--- config.mk ---
export PLATFORM = sky130hd
export DESIGN_NAME = multicycle_ctrl
export DESIGN_NICKNAME = d
export VERILOG_FILES = /design/src/rtl/cpu_pkg.sv /design/src/rtl/cond_check.sv /design/src/rtl/multicycle_ctrl.sv
export SDC_FILE = /design/constraint.sdc
export NUM_CORES = 1
export LEC_CHECK = 0
export ABC_CLOCK_PERIOD_IN_PS = 4830
export BUFFER_PORTS_ARGS = -buffer_cell sky130_fd_sc_hd__buf_2
export CORE_UTILIZATION = 52
export DETAILED_ROUTE_END_ITERATION = 6
export PLACE_DENSITY = 0.95
export SYNTH_ARGS = -nofsm -noshare
export SYNTH_HDL_FRONTEND = slang
export SYNTH_SLANG_ARGS = --single-unit
--- constraint.sdc ---
create_clock -name clk -period 4.83 [get_ports clk]
set_clock_uncertainty 0.2 [all_clocks]
set_input_delay 0.966 -clock clk [delete_from_list [all_inputs] [get_ports clk]]
set_output_delay 0.966 -clock clk [all_outputs]
set_load 0.005 [all_outputs]
--- src/rtl/cpu_pkg.sv ---
// Shared types and encodings for the multicycle control path.
// State codes, command constants and mux-select codes live here.
package cpu_pkg;

  typedef enum logic [2:0] {
    S_FETCH   = 3'd0,
    S_DECODE  = 3'd1,
    S_EXEC    = 3'd2,
    S_MEM_ADR = 3'd3,
    S_MEM_RD  = 3'd4,
    S_WB      = 3'd5,
    S_MEM_WR  = 3'd6,
    S_BRANCH  = 3'd7
  } state_t;

  localparam logic [1:0] OP_DP  = 2'b00;
  localparam logic [1:0] OP_MEM = 2'b01;
  localparam logic [1:0] OP_BR  = 2'b10;
  localparam logic [1:0] OP_NOP = 2'b11;

  localparam logic [3:0] CMD_TST = 4'b1000;
  localparam logic [3:0] CMD_TEQ = 4'b1001;
  localparam logic [3:0] CMD_CMP = 4'b1010;
  localparam logic [3:0] CMD_CMN = 4'b1011;

  localparam logic [3:0] COND_AL = 4'b1110;
  localparam logic [3:0] COND_NV = 4'b1111;

  localparam logic [1:0] SRCB_REG  = 2'b00;
  localparam logic [1:0] SRCB_IMM  = 2'b01;
  localparam logic [1:0] SRCB_FOUR = 2'b10;

  localparam logic [1:0] RES_ALU = 2'b00;
  localparam logic [1:0] RES_MEM = 2'b01;

  typedef struct packed {
    logic       ir_we;
    logic       pc_we;
    logic       pc_src;
    logic       adr_src;
    logic       mem_re;
    logic       mem_we;
    logic       reg_we;
    logic [1:0] alu_src_b;
    logic [1:0] result_src;
  } ctrl_t;

  function automatic logic is_test_cmd(
    input logic [3:0] c
  );
    return (c == CMD_TST) || (c == CMD_TEQ) ||
           (c == CMD_CMP) || (c == CMD_CMN);
  endfunction

endpackage

--- src/rtl/cond_check.sv ---
// ARM condition-code evaluation against stored NZCV.
// Odd codes are the inverse of the even code below them.
module cond_check
  import cpu_pkg::*;
(
  input  logic [3:0] cond,
  input  logic [3:0] flags,
  output logic       pass
);

  logic n, z, c, v;
  logic base;

  assign n = flags[3];
  assign z = flags[2];
  assign c = flags[1];
  assign v = flags[0];

  always_comb begin
    base = 1'b0;
    unique case (cond[3:1])
      3'd0: base = z;
      3'd1: base = c;
      3'd2: base = n;
      3'd3: base = v;
      3'd4: base = c & ~z;
      3'd5: base = (n == v);
      3'd6: base = ~z & (n == v);
      3'd7: base = 1'b1;
    endcase
  end

  // 1111 would invert AL into "never"; forced to fail
  assign pass = (cond == COND_NV) ? 1'b0 : (base ^ cond[0]);

endmodule

--- src/rtl/multicycle_ctrl.sv ---
// Multicycle control FSM: fetch/decode/execute sequencing,
// stored NZCV flags and a retired-instruction counter.
module multicycle_ctrl
  import cpu_pkg::*;
(
  input  logic        clk,
  input  logic        rst_n,
  input  logic [1:0]  op,
  input  logic [3:0]  cmd,
  input  logic        imm_i,
  input  logic        s_bit,
  input  logic        l_bit,
  input  logic [3:0]  cond,
  input  logic [3:0]  alu_flags,
  input  logic        mem_ready,
  output logic        ir_we,
  output logic        pc_we,
  output logic        pc_src,
  output logic        adr_src,
  output logic        mem_re,
  output logic        mem_we,
  output logic        reg_we,
  output logic [1:0]  alu_src_b,
  output logic [1:0]  result_src,
  output logic [3:0]  flags,
  output logic [2:0]  state,
  output logic [15:0] retired
);

  state_t      state_q;
  state_t      state_d;
  logic [3:0]  flags_q;
  logic [15:0] retired_q;
  logic        cond_pass;
  logic        retire;
  logic        flags_we;
  ctrl_t       ctrl;

  cond_check u_cond (
    .cond  (cond),
    .flags (flags_q),
    .pass  (cond_pass)
  );

  always_ff @(posedge clk or negedge rst_n) begin
    if (!rst_n) begin
      state_q <= S_FETCH;
    end else begin
      state_q <= state_d;
    end
  end

  always_comb begin
    state_d = state_q;
    unique case (state_q)
      S_FETCH: begin
        if (mem_ready) state_d = S_DECODE;
      end
      S_DECODE: begin
        if (!cond_pass) begin
          state_d = S_FETCH;
        end else begin
          unique case (op)
            OP_DP:  state_d = S_EXEC;
            OP_MEM: state_d = S_MEM_ADR;
            OP_BR:  state_d = S_BRANCH;
            OP_NOP: state_d = S_FETCH;
          endcase
        end
      end
      S_EXEC:    state_d = S_FETCH;
      S_MEM_ADR: state_d = l_bit ? S_MEM_RD : S_MEM_WR;
      S_MEM_RD: begin
        if (mem_ready) state_d = S_WB;
      end
      S_WB:      state_d = S_FETCH;
      S_MEM_WR: begin
        if (mem_ready) state_d = S_FETCH;
      end
      S_BRANCH:  state_d = S_FETCH;
    endcase
  end

  // rst_n gates the strobes so an access drops the instant reset hits
  always_comb begin
    ctrl = '0;
    if (rst_n) begin
      unique case (state_q)
        S_FETCH: begin
          ctrl.mem_re    = 1'b1;
          ctrl.alu_src_b = SRCB_FOUR;
          ctrl.ir_we     = mem_ready;
          ctrl.pc_we     = mem_ready;
        end
        S_DECODE: begin
        end
        S_EXEC: begin
          ctrl.alu_src_b  = imm_i ? SRCB_IMM : SRCB_REG;
          ctrl.result_src = RES_ALU;
          ctrl.reg_we     = ~is_test_cmd(cmd);
        end
        S_MEM_ADR: begin
          ctrl.alu_src_b = imm_i ? SRCB_REG : SRCB_IMM;
        end
        S_MEM_RD: begin
          ctrl.mem_re  = 1'b1;
          ctrl.adr_src = 1'b1;
        end
        S_WB: begin
          ctrl.reg_we     = 1'b1;
          ctrl.result_src = RES_MEM;
        end
        S_MEM_WR: begin
          ctrl.mem_we  = 1'b1;
          ctrl.adr_src = 1'b1;
        end
        S_BRANCH: begin
          ctrl.pc_we  = 1'b1;
          ctrl.pc_src = 1'b1;
        end
      endcase
    end
  end

  assign retire   = (state_q != S_FETCH) && (state_d == S_FETCH);
  assign flags_we = (state_q == S_EXEC) &&
                    (s_bit || is_test_cmd(cmd));

  always_ff @(posedge clk or negedge rst_n) begin
    if (!rst_n) begin
      flags_q   <= '0;
      retired_q <= '0;
    end else begin
      if (flags_we) flags_q <= alu_flags;
      if (retire) retired_q <= retired_q + 16'd1;
    end
  end

  assign ir_we      = ctrl.ir_we;
  assign pc_we      = ctrl.pc_we;
  assign pc_src     = ctrl.pc_src;
  assign adr_src    = ctrl.adr_src;
  assign mem_re     = ctrl.mem_re;
  assign mem_we     = ctrl.mem_we;
  assign reg_we     = ctrl.reg_we;
  assign alu_src_b  = ctrl.alu_src_b;
  assign result_src = ctrl.result_src;
  assign flags      = flags_q;
  assign state      = state_q;
  assign retired    = retired_q;

endmodule

# [Yosys cells after proc, flatten, opt, wreduce, memory -nomap -nowiden]
# Cells that the tools add are included.
[totals] in_bits=20 output_inout_bits=34 word_cells=67 reg_bits=23
[classes] n_eq_ne=23 bitwise=5 add_sub_neg=1 reduce_logical=14 mux=21
[ops] operator="$eq A3 B3 Y1 const B" count=8
[ops] operator="$eq A4 B4 Y1 const B" count=5
[ops] operator="$pmux W3 S6" count=1
[ops] operator="$add A16 B1 Y16 const B" count=1
[ops] operator="$eq A3 B2 Y1 const B" count=4
[ops] operator="$mux W3" count=4
[ops] operator="$pmux W3 S4" count=1
[ops] operator="$mux W11" count=1
[ops] operator="$logic_not A3 Y1" count=3
[ops] operator="$mux W1" count=9
[ops] operator="$pmux W1 S8" count=1
[ops] operator="$eq A3 B1 Y1 const B" count=2
[ops] operator="$pmux W2 S3" count=1
[ops] operator="$eq A2 B2 Y1 const B" count=2
[ops] operator="$logic_or A1 B1 Y1" count=4
[ops] operator="$pmux W1 S2" count=2
[ops] operator="$reduce_or A2 Y1" count=2
[ops] operator="$reduce_bool A3 Y1" count=1
[ops] operator="$reduce_or A3 Y1" count=1
[ops] operator="$and A1 B1 Y1" count=2
[ops] operator="$eq A2 B1 Y1 const B" count=1
[ops] operator="$logic_and A1 B1 Y1" count=2
[ops] operator="$logic_not A2 Y1" count=1
[ops] operator="$mux W2" count=1
[ops] operator="3 further kinds" count=4

# [Longest topological paths before layout]
# Gate-level depths: netlist of the first run.
[logic_depth] ltp_word=9 ltp_mapped=8

# [Hierarchy]
# A second synthesis of the first run with hierarchy kept.
[unflattened] cells_unflattened=131 hier_area_um2=1426.4
[by_module_without_submodules] module="multicycle_ctrl" cells_each=122 n_inst=1 area_per_inst_um2=1335.0
[by_module_without_submodules] module="cond_check" cells_each=9 n_inst=1 area_per_inst_um2=91.3

# [Least setup slack after synthesis of the first run]
# OpenSTA, ideal clock, no wires.
[synth_timing] path_type="input to output" from="input port rst_n" to="output port pc_we" setup_slack_ns=2.059 n_path_buf=0 stages=4 t_arrival_ns=1.605 cell_sequence="inv_1 nor4_1 and2_1 or2_2"
[synth_between] elab_chain_len=1
[synth_rtl] item="from (decl)" line_no="multicycle_ctrl.sv:7" source="input logic rst_n,"
[synth_rtl] item="$mux W11" line_no="multicycle_ctrl.sv:87" source="if (rst_n) begin"
[synth_rtl] item="to (decl)" line_no="multicycle_ctrl.sv:17" source="output logic pc_we,"
# No other way between the ends.

# [Worst setup path in the final report of the first run]
# Ends and elaborated chain as after synthesis.

==> results of run 1 <==
## cells by family after synthesis
logic type / after synthesis / synth area share, %
AOI/OAI and AO/OA: 29 / 15.1
xor gates and xnor gates: 18 / 11.8
adders and majority gates: 3 / 2.69
buffers and inverters: 10 / 3.85
DFF: 23 / 41.2
muxes: 6 / 5.91
other: 1 / 0.268
and+or+nand+nor: 45 / 19.2
## routing by layer
metal,track usage [%],up-vias
met3,2.82,5
met2,38.1,28
li1,-,582
met5,0,-
met4,9.65,0
met1,30.1,588
## worst min-delay path by stage
stage | end | slack [ps] | from | depth (start not counted)
final | retired[15] | 280 | retired[15] | 1
after global routing | retired[15] | 310 | retired[15] | 1
after CTS | retired[15] | 290 | retired[15] | 1
after detailed placement | retired[15] | 280 | retired[15] | 1
after global placement | retired[15] | 260 | retired[15] | 1
after floorplan | retired[15] | 270 | retired[15] | 1
## worst max-delay path, cell delays in order
cell	delay [ps]
buf_2	440
inv_1	200
nor4_1	230
and2_1	190
or2_2	110
buf_2	100
## power by group
group          internal [mW]  switching (mW)
logic                  0.181           0.203
registers              0.247          0.0807
clock network         0.0323          0.0557
## sequential cells by signal, indices dropped and copies added (netlist names)
signal   cells
state        3
flags        4
retired     16
## cells in the mapped netlist, types with 3 or more instances
cell type,instances
o211ai_1,9
mux2_2,4
and2_1,3
nand2b_1,6
xnor2_1,16
inv_1,4
nor2b_1,4
a21oi_1,5
o21ai_1,3
dfrtp_1,23
ha_1,3
nand2_1,3
o2111ai_1,4
and3_1,10
nor2_1,5
## area by class of cell
class / count / area share (%)
clock buffers: 4 / 1.57
inverters: 4 / 0.898
multi-input cells: 102 / 45.9
flip-flops and latches: 23 / 34.4
well taps: 30 / 2.24
repair buffers: 50 / 15.0
==> flow_metrics.tcl, run 1 <==
set metrics [dict create \
    status "finished, final reports clean" \
    dieArea_sq_um 2900 \
    clock-sinks 23 \
    syn_nets 158 \
    grt_max_degree 27 \
    drt_iter0_drc 8 \
    crit_path_end_kind "primary output" \
    synth_warnings 0 \
    final_nets 207 \
    synth_edf_count 0 \
    placed_cell_area_sq_um 1650 \
    totalWireLength_um 3020 \
    grtUsageTotal_pct 23.0 \
    ys_seq_area_share_pct 41.2 \
    core-area_sq_um 2500 \
    firstDrtPassIters 4 \
    ctsResizeCount 0 \
    hp-class "register to register" \
    crit_required_ps 3660 \
    slew_headroom_pct 21.0 \
    cts-htree-levels 1 \
    wl_met3_um 100 \
    final.min_clock_period_ps 3410 \
    synthCells 135 \
    syn2layout_area_growth_pct 19.7 \
    arrival_ps 2250 \
    grt_overflow 0 \
    synth.area.top_cells "dfrtp_1 41%, xnor2_1 10%, o211ai_1 4.8%, and3_1 4.5%, mux2_2 3.2%" \
    cts_tree "yes" \
    reg2reg_depth 4 \
    cts_hold_buf 0 \
    hold_ws_ps 279 \
    syn_avg_cell_area_sq_um 10.4 \
    postCtsSetupRepairBufs 0 \
    ir_drop_uv 291 \
    async_reset_ff_share_pct 100 \
    tightest_slew_ps 1190 \
    dp_hpwl_um 2170 \
    viasPerCell 5.65 \
    vias 1203 \
    highest_layer "met4" \
    port_buffers 50 \
    ys_ff_latch 23 \
    reg2reg_from "state[1]" \
    layout_commonest_cell "buf_2" \
    final_cell_count_no_fill 213 \
    crit_type "primary input to primary output" \
    power_density_nw_per_um2 478 \
    worst_setup_hold_path_clk_slew_ps 130 \
    fillCellCount 193 \
    ys.flop_type "dfrtp_1" \
    cts_buffers 3 \
    p_leak_nw 0.842 \
    placed_cells_incl_taps 209 \
    synth.top_cell.area_share_pct 41.2 \
    die_h_um 53.8 \
    synth.largest_area_cell "dfrtp_1" \
    power_uw 800 \
    wl_met1_um 1310 \
    grt_pass1_wl_um 4760 \
    cts_buffer_depth 2 \
    rsz0062_at_grt "no" \
    cts-root-buf "clkbuf_4" \
    detail-route-antenna-nets 0 \
    fmax_mhz 293 \
    finish.utilization_pct 66.9 \
    clock_latency_ps 310 \
    final_cell_area_sq_um 1670 \
    multi_input_area_sq_um 768 \
    finalSetupTns_ps 0 \
    synth_area_sq_um 1400 \
    final_hold_viol_count 0 \
    antenna_found_initial 0 \
    startpoint "rst_n" \
    diodes 0 \
    gp_congestion 0.816 \
    fin_crit_sh_pct 70.7 \
    r2r_slack_ps 2280 \
    r2r-end "retired[9]" \
    wl_per_cell_um 14.2 \
    die_x_um 53.8 \
    post-place-ws_ps 1400 \
    drive_above_1_share_pct 35.5 \
    synth_cell_types 44 \
    layout_setup_ws_ps 1420 \
    ios 54 \
    start_kind "primary input" \
    critPathCapture "pc_we" \
    grt_pass1_vias 1089 \
    register_area_sq_um 576 \
    drc 0 \
    slew_viol_final 0 \
    initial_core_util_pct 55.9 \
    max-cap-violations 0 \
    most-common-layout-cells "50 x buf_2, 23 x dfrtp_1, 16 x xnor2_1" \
    path_max_fanout 26 \
    finalSetupViolCount 0 \
    rows 18 \
    met2WireLength_um 1560 \
]
(Power assumes the default switching activity.)
==> inputs of run 2 (changes only) <==
--- a/config.mk
+++ b/config.mk
@@ -5,11 +5,12 @@
 export SDC_FILE = /design/constraint.sdc
 export NUM_CORES = 1
 export LEC_CHECK = 0
-export ABC_CLOCK_PERIOD_IN_PS = 4830
+export ABC_AREA = 1
+export ABC_CLOCK_PERIOD_IN_PS = 3500
 export BUFFER_PORTS_ARGS = -buffer_cell sky130_fd_sc_hd__buf_2
-export CORE_UTILIZATION = 52
+export CORE_UTILIZATION = 50
 export DETAILED_ROUTE_END_ITERATION = 6
-export PLACE_DENSITY = 0.95
+export PLACE_DENSITY = 0.92
 export SYNTH_ARGS = -nofsm -noshare
 export SYNTH_HDL_FRONTEND = slang
 export SYNTH_SLANG_ARGS = --single-unit
==> constraint.sdc (replaced) <==
create_clock -name clk -period 3.5 [get_ports clk]
set_clock_uncertainty 0.2 [all_clocks]
set_input_delay 0.7 -clock clk [delete_from_list [all_inputs] [get_ports clk]]
set_output_delay 0.7 -clock clk [all_outputs]
set_load 0.005 [all_outputs]
==> run 2 against run 1 <==
The run now ends with DRC left; worst hold slack better by 64 ps; synthesized cell count up 59%; area after synthesis increased by 12%; largest power group unchanged.
==> flow_metrics.tcl, run 2 <==
set metrics [dict create \
    grt_max_degree 21 \
    path_buf_inv 4 \
    wl_met1_um 1480 \
    syn_nets 237 \
    r2r-end "retired[15]" \
    syn_avg_cell_area_sq_um 7.30 \
    crit_type "primary input to primary output" \
    initial_core_util_pct 54.8 \
    highest_layer "met4" \
    fmax_mhz 347 \
    finalSetupTns_ps 0 \
    power_mw 1.08 \
    grt_pass1_vias 1401 \
    crit_family "buffers and inverters" \
    reg2reg_from "flags[3]" \
    met2WireLength_um 1640 \
    grt_pass1_wl_um 6020 \
    cpPeakStageDelay_ps 520 \
    post-place-ws_ps 884 \
    gp_congestion 0.839 \
    final.min_clock_period_ps 2880 \
    syn2layout_area_growth_pct 18.5 \
    reg2reg_depth 13 \
    finish.utilization_pct 64.9 \
    slew_viol_final 0 \
    layout_setup_ws_ps 621 \
    worst_setup_hold_path_clk_slew_ps 110 \
    violations "DRC" \
    die_x_um 57.9 \
    ir_drop_uv 319 \
    dieArea_sq_um 3350 \
    cts-root-buf "clkbuf_4" \
    grt_overflow 0 \
    ys_ff_latch 23 \
    cp_cell_sequence "dlygate4sd3_1, buf_2, clkinv_1, nor3_1, buf_2" \
    p_leak_nw 1.04 \
    synthCells 214 \
    crit_cells 5 \
    wl_per_cell_um 11.4 \
    arrival_ps 1980 \
    synth_commonest_cells "58 x nand2_1, 29 x nor2_1, 26 x nand3_1" \
    crit_path_end_kind "primary output" \
    firstDrtPassIters 6 \
    power_density_nw_per_um2 582 \
    postCtsSetupRepairBufs 0 \
    cp_slowest_cell "dlygate4sd3_1" \
    cts_hold_buf 1 \
    path_max_fanout 9 \
    dp_hpwl_um 2590 \
    die_h_um 57.9 \
    status "finished, violations left" \
    fillCellCount 257 \
    finalSetupViolCount 0 \
    cts_tree "yes" \
    clock_latency_ps 310 \
    synth_area_sq_um 1560 \
    synth_warnings 0 \
    core-area_sq_um 2850 \
    synth.most_common_cell "nand2_1" \
    register_area_sq_um 576 \
    start_kind "primary input" \
    cts_buffers 3 \
    synth_edf_count 0 \
    drc 3 \
    min_from "retired[1]" \
    critPathCapture "alu_src_b[1]" \
    ys_seq_area_share_pct 36.8 \
    drt_iter0_drc 83 \
    grtUsageTotal_pct 22.7 \
    multi_input_area_sq_um 872 \
    synth.largest_area_cell "dfrtp_1" \
    synth.top_cell.area_share_pct 36.8 \
    ys.flop_type "dfrtp_1" \
    wl_met3_um 167 \
    ctsResizeCount 0 \
    antenna_found_initial 0 \
    placed_cell_area_sq_um 1820 \
    hp-class "register to register" \
    port_buffers 50 \
    startpoint "rst_n" \
    clock-sinks 23 \
    synth.area.top_cells "dfrtp_1 37%, nand2_1 14%, nand3_1 8.3%, nor2_1 7.0%, xor2_1 4.5%" \
    synth_cell_types 29 \
    final_hold_viol_count 0 \
    rows 19 \
    final_nets 288 \
    fin_crit_sh_pct 82.3 \
    vias 1526 \
    cts-htree-levels 1 \
    r2r_slack_ps 1290 \
    cp_common_cell "buf_2" \
    most-common-layout-cells "58 x nand2_1, 50 x buf_2, 29 x nor2_1" \
    ios 54 \
    drive_above_1_share_pct 26.5 \
    largest_reg_flops 16 \
    diodes 0 \
    final_cell_area_sq_um 1850 \
    viasPerCell 5.17 \
    rsz0062_at_grt "no" \
    layout_commonest_cell "nand2_1" \
    detail-route-antenna-nets 0 \
    crit_required_ps 2600 \
    async_reset_ff_share_pct 100 \
    totalWireLength_um 3370 \
    cts_buffer_depth 2 \
    max-cap-violations 0 \
]
==> run 2: cell types whose count changed in the layout (fill, tap and decap cells not counted), sizes merged, moves of 5 or more <==
cell    before  now
nor2         5   31
and3        10    0
xnor2       17    6
inv          4   18
xor2         1    8
nand3        1   29
nor3         2    7
nand2        3   64
o211ai      10    0
nand2b       6    0
==> run 2: routing by layer <==
metal | track usage (%) | vias to the layer above
met5 | 0 | -
met4 | 8.16 | 0
met3 | 1.56 | 9
met2 | 39.2 | 48
met1 | 30.1 | 686
li1 | - | 783
==> run 2: worst min-delay path by stage <==
stage | to | slack (ps) | cells after the start
global placement | retired[15] | 300 | 2
global route | retired[1] | 380 | 2
floorplan | flags[0] | 200 | 0
finish | retired[1] | 340 | 2
CTS | retired[1] | 350 | 2
detailed placement | retired[1] | 320 | 2
==> run 2: final cells by class <==
cell class | count | area share (%)
clock buffer | 4 | 1.42
sequential | 23 | 31.1
inverter | 19 | 3.85
timing repair buffer | 52 | 14.5
multi-input combinational | 166 | 47.1
tap | 31 | 2.09
==> run 2: power by group <==
group / internal (mW) / switching [mW] / total, mW
clock network: 0.0445 / 0.0751 / 0.120
registers: 0.324 / 0.0786 / 0.403
logic: 0.202 / 0.353 / 0.555
total: 0.571 / 0.506 / 1.08
==> run 2: logic make-up (layout without fill, tap and decap cells) <==
kind of cell,Yosys count,in the layout,synth area share [%]
fa+ha+maj,3,3,2.40
simple gates,136,136,40.1
compound gates,9,9,3.04
mux,3,3,2.16
buf+inv,25,75,7.37
other cells,1,1,0.240
flops,23,23,36.8
xor+xnor,14,14,7.85
==> run 2: worst register-to-register path, cell delays in order (launching register included) <==
cell     delay, ps
dfrtp_1        420
or2_1          230
nand3_1         60
nand2_1         60
nand2_1         50
nand2_1         50
nand2_2         70
nand3_2        100
nand3_2        100
nand2_2         70
nor2_4         350
nand2_4        210
nand2_1        100
nand2_1         50
==> run 2: stage by stage <==
step                      hold slack (ps)  instances
after floorplan                       204        214
after global placement                302        290
after detailed placement              324        290
after CTS                             353        295
after global routing                  380        295
final                                 343        295
==> inputs of run 3 (changes only) <==
--- a/config.mk
+++ b/config.mk
@@ -6,11 +6,11 @@
 export NUM_CORES = 1
 export LEC_CHECK = 0
 export ABC_AREA = 1
-export ABC_CLOCK_PERIOD_IN_PS = 3500
+export ABC_CLOCK_PERIOD_IN_PS = 2500
 export BUFFER_PORTS_ARGS = -buffer_cell sky130_fd_sc_hd__buf_2
-export CORE_UTILIZATION = 50
+export CORE_UTILIZATION = 45
 export DETAILED_ROUTE_END_ITERATION = 6
-export PLACE_DENSITY = 0.92
+export PLACE_DENSITY = 0.88
 export SYNTH_ARGS = -nofsm -noshare
 export SYNTH_HDL_FRONTEND = slang
 export SYNTH_SLANG_ARGS = --single-unit
==> constraint.sdc (replaced) <==
create_clock -name clk -period 2.5 [get_ports clk]
set_clock_uncertainty 0.2 [all_clocks]
set_input_delay 0.5 -clock clk [delete_from_list [all_inputs] [get_ports clk]]
set_output_delay 0.5 -clock clk [all_outputs]
set_load 0.005 [all_outputs]
==> run 3 against run 2 <==
The run now ends clean; wire length fell by 3.5%; count of clock-buffer cells in the layout unchanged; die area increased by 11%; register-to-register slack got worse by 890 ps; clock power grew 38%; first-iteration DRC count is 9.6% lower; sequential power rose by 40%; critical path type unchanged; critical endpoint is now pc_we; largest power group unchanged.
==> flow_metrics.tcl, run 3 (synthesized netlist as in run 2, its figures left out) <==
set metrics [dict create \
    crit_required_ps 1800 \
    finalSetupTns_ps 0 \
    port_buffers 50 \
    final.min_clock_period_ps 2370 \
    max-cap-violations 0 \
    finish.utilization_pct 57.0 \
    fin_crit_sh_pct 94.8 \
    dp_hpwl_um 2530 \
    status "finished, final reports clean" \
    vias 1509 \
    die_x_um 60.9 \
    most-common-layout-cells "58 x nand2_1, 49 x buf_2, 29 x nor2_1" \
    placed_cells_incl_taps 307 \
    use_met1_pct 26.5 \
    grt_use_met3_pct 1.28 \
    arrival_ps 1670 \
    postCtsSetupRepairBufs 0 \
    final_hold_viol_count 0 \
    drive_above_1_share_pct 28.1 \
    wl_per_cell_um 10.4 \
    cpPeakStageDelay_ps 530 \
    viasPerCell 4.82 \
    final_nets 291 \
    path_max_fanout 7 \
    gp_congestion 0.870 \
    antenna_found_initial 0 \
    finalSetupViolCount 0 \
    grt_pass1_vias 1288 \
    crit_type "primary input to primary output" \
    grt_max_degree 21 \
    final_cell_count_no_fill 313 \
    start_kind "primary input" \
    worst_setup_hold_path_clk_slew_ps 110 \
    cts_buffer_depth 2 \
    rsz0062_at_grt "no" \
    drt_iter0_drc 75 \
    diodes 0 \
    cts_buffers 3 \
    initial_core_util_pct 46.8 \
    firstDrtPassIters 4 \
    register_area_sq_um 576 \
    reg2reg_depth 10 \
    post-place-ws_ps 257 \
    final_cell_area_sq_um 1900 \
    hold_ws_ps 237 \
    multi_input_area_sq_um 877 \
    layout_commonest_cell "nand2_1" \
    cp_slowest_cell "dlygate4sd3_1" \
    fmax_mhz 422 \
    detail-route-antenna-nets 0 \
    worstHoldPathCells 2 \
    core-area_sq_um 3340 \
    grtUsageTotal_pct 18.6 \
    totalWireLength_um 3250 \
    cts_tree "yes" \
    rows 21 \
    fillCellCount 334 \
    ir_drop_uv 376 \
    cts-root-buf "clkbuf_4" \
    power_density_nw_per_um2 810 \
    slew_viol_final 0 \
    largest_reg_flops 16 \
    ios 54 \
    syn2layout_area_growth_pct 21.7 \
    top_usage_layer "met2" \
    layout_setup_ws_ps 130 \
    dieArea_sq_um 3710 \
    hp-class "primary input to register" \
    power_mw 1.54 \
    drc 0 \
    cp_cell_sequence "dlygate4sd3_1, clkbuf_4, clkinvlp_2, a21oi_1, buf_2" \
    placed_cell_area_sq_um 1850 \
    die_h_um 60.9 \
    clock-sinks 23 \
    clock_latency_ps 300 \
    cts-htree-levels 1 \
    grt_use_met2_pct 31.2 \
    crit_path_end_kind "primary output" \
    grt_pass1_wl_um 5360 \
    p_leak_nw 1.05 \
    grt_overflow 0 \
]
## run 3: cell type report
cell class | instances | area share, %
Multi-Input combinational cell | 166 | 46.1
Sequential cell | 23 | 30.3
Timing Repair Buffer | 54 | 15.0
Inverter | 19 | 3.95
Tap cell | 46 | 3.03
Clock buffer | 4 | 1.38
Timing Repair inverter | 1 | 0.263
## run 3: worst max-delay path, delay by kind of cell
| family | cells | cell delay, ps |
|---|---|---|
| compound gates | 1 | 140 |
| buf+inv | 4 | 1020 |
## run 3: path summary, 6_finish.rpt
check	startpoint	to	slack (ps)
worst min-delay path	alu_flags[3]	flags[3]	240
worst max-delay path	rst_n	pc_we	130
min in group asynchronous	rst_n	state[0]	380
worst max register to register	retired[2]	retired[15]	400
max in group asynchronous	rst_n	retired[1]	1260
worst min register to register	retired[15]	retired[15]	330
## run 3: per-layer routing
layer / vias up / part of all wire [%]
li1: 788 / -
met1: 694 / 49
met2: 25 / 48
met3: 2 / 2.3
met4: 0 / 0.77
met5: - / 0
## run 3: repair_timing
item,4_1_cts,5_1_grt
endpoints found under the setup margin,0,4
endpoints found under the hold margin,3,0
hold buffers,1,0
resized for setup,0,3
## run 3: where the power goes
part	total [mW]	switching [mW]	internal, mW
combinational	0.809	0.494	0.315
clock	0.166	0.104	0.0621
sequential	0.564	0.110	0.454
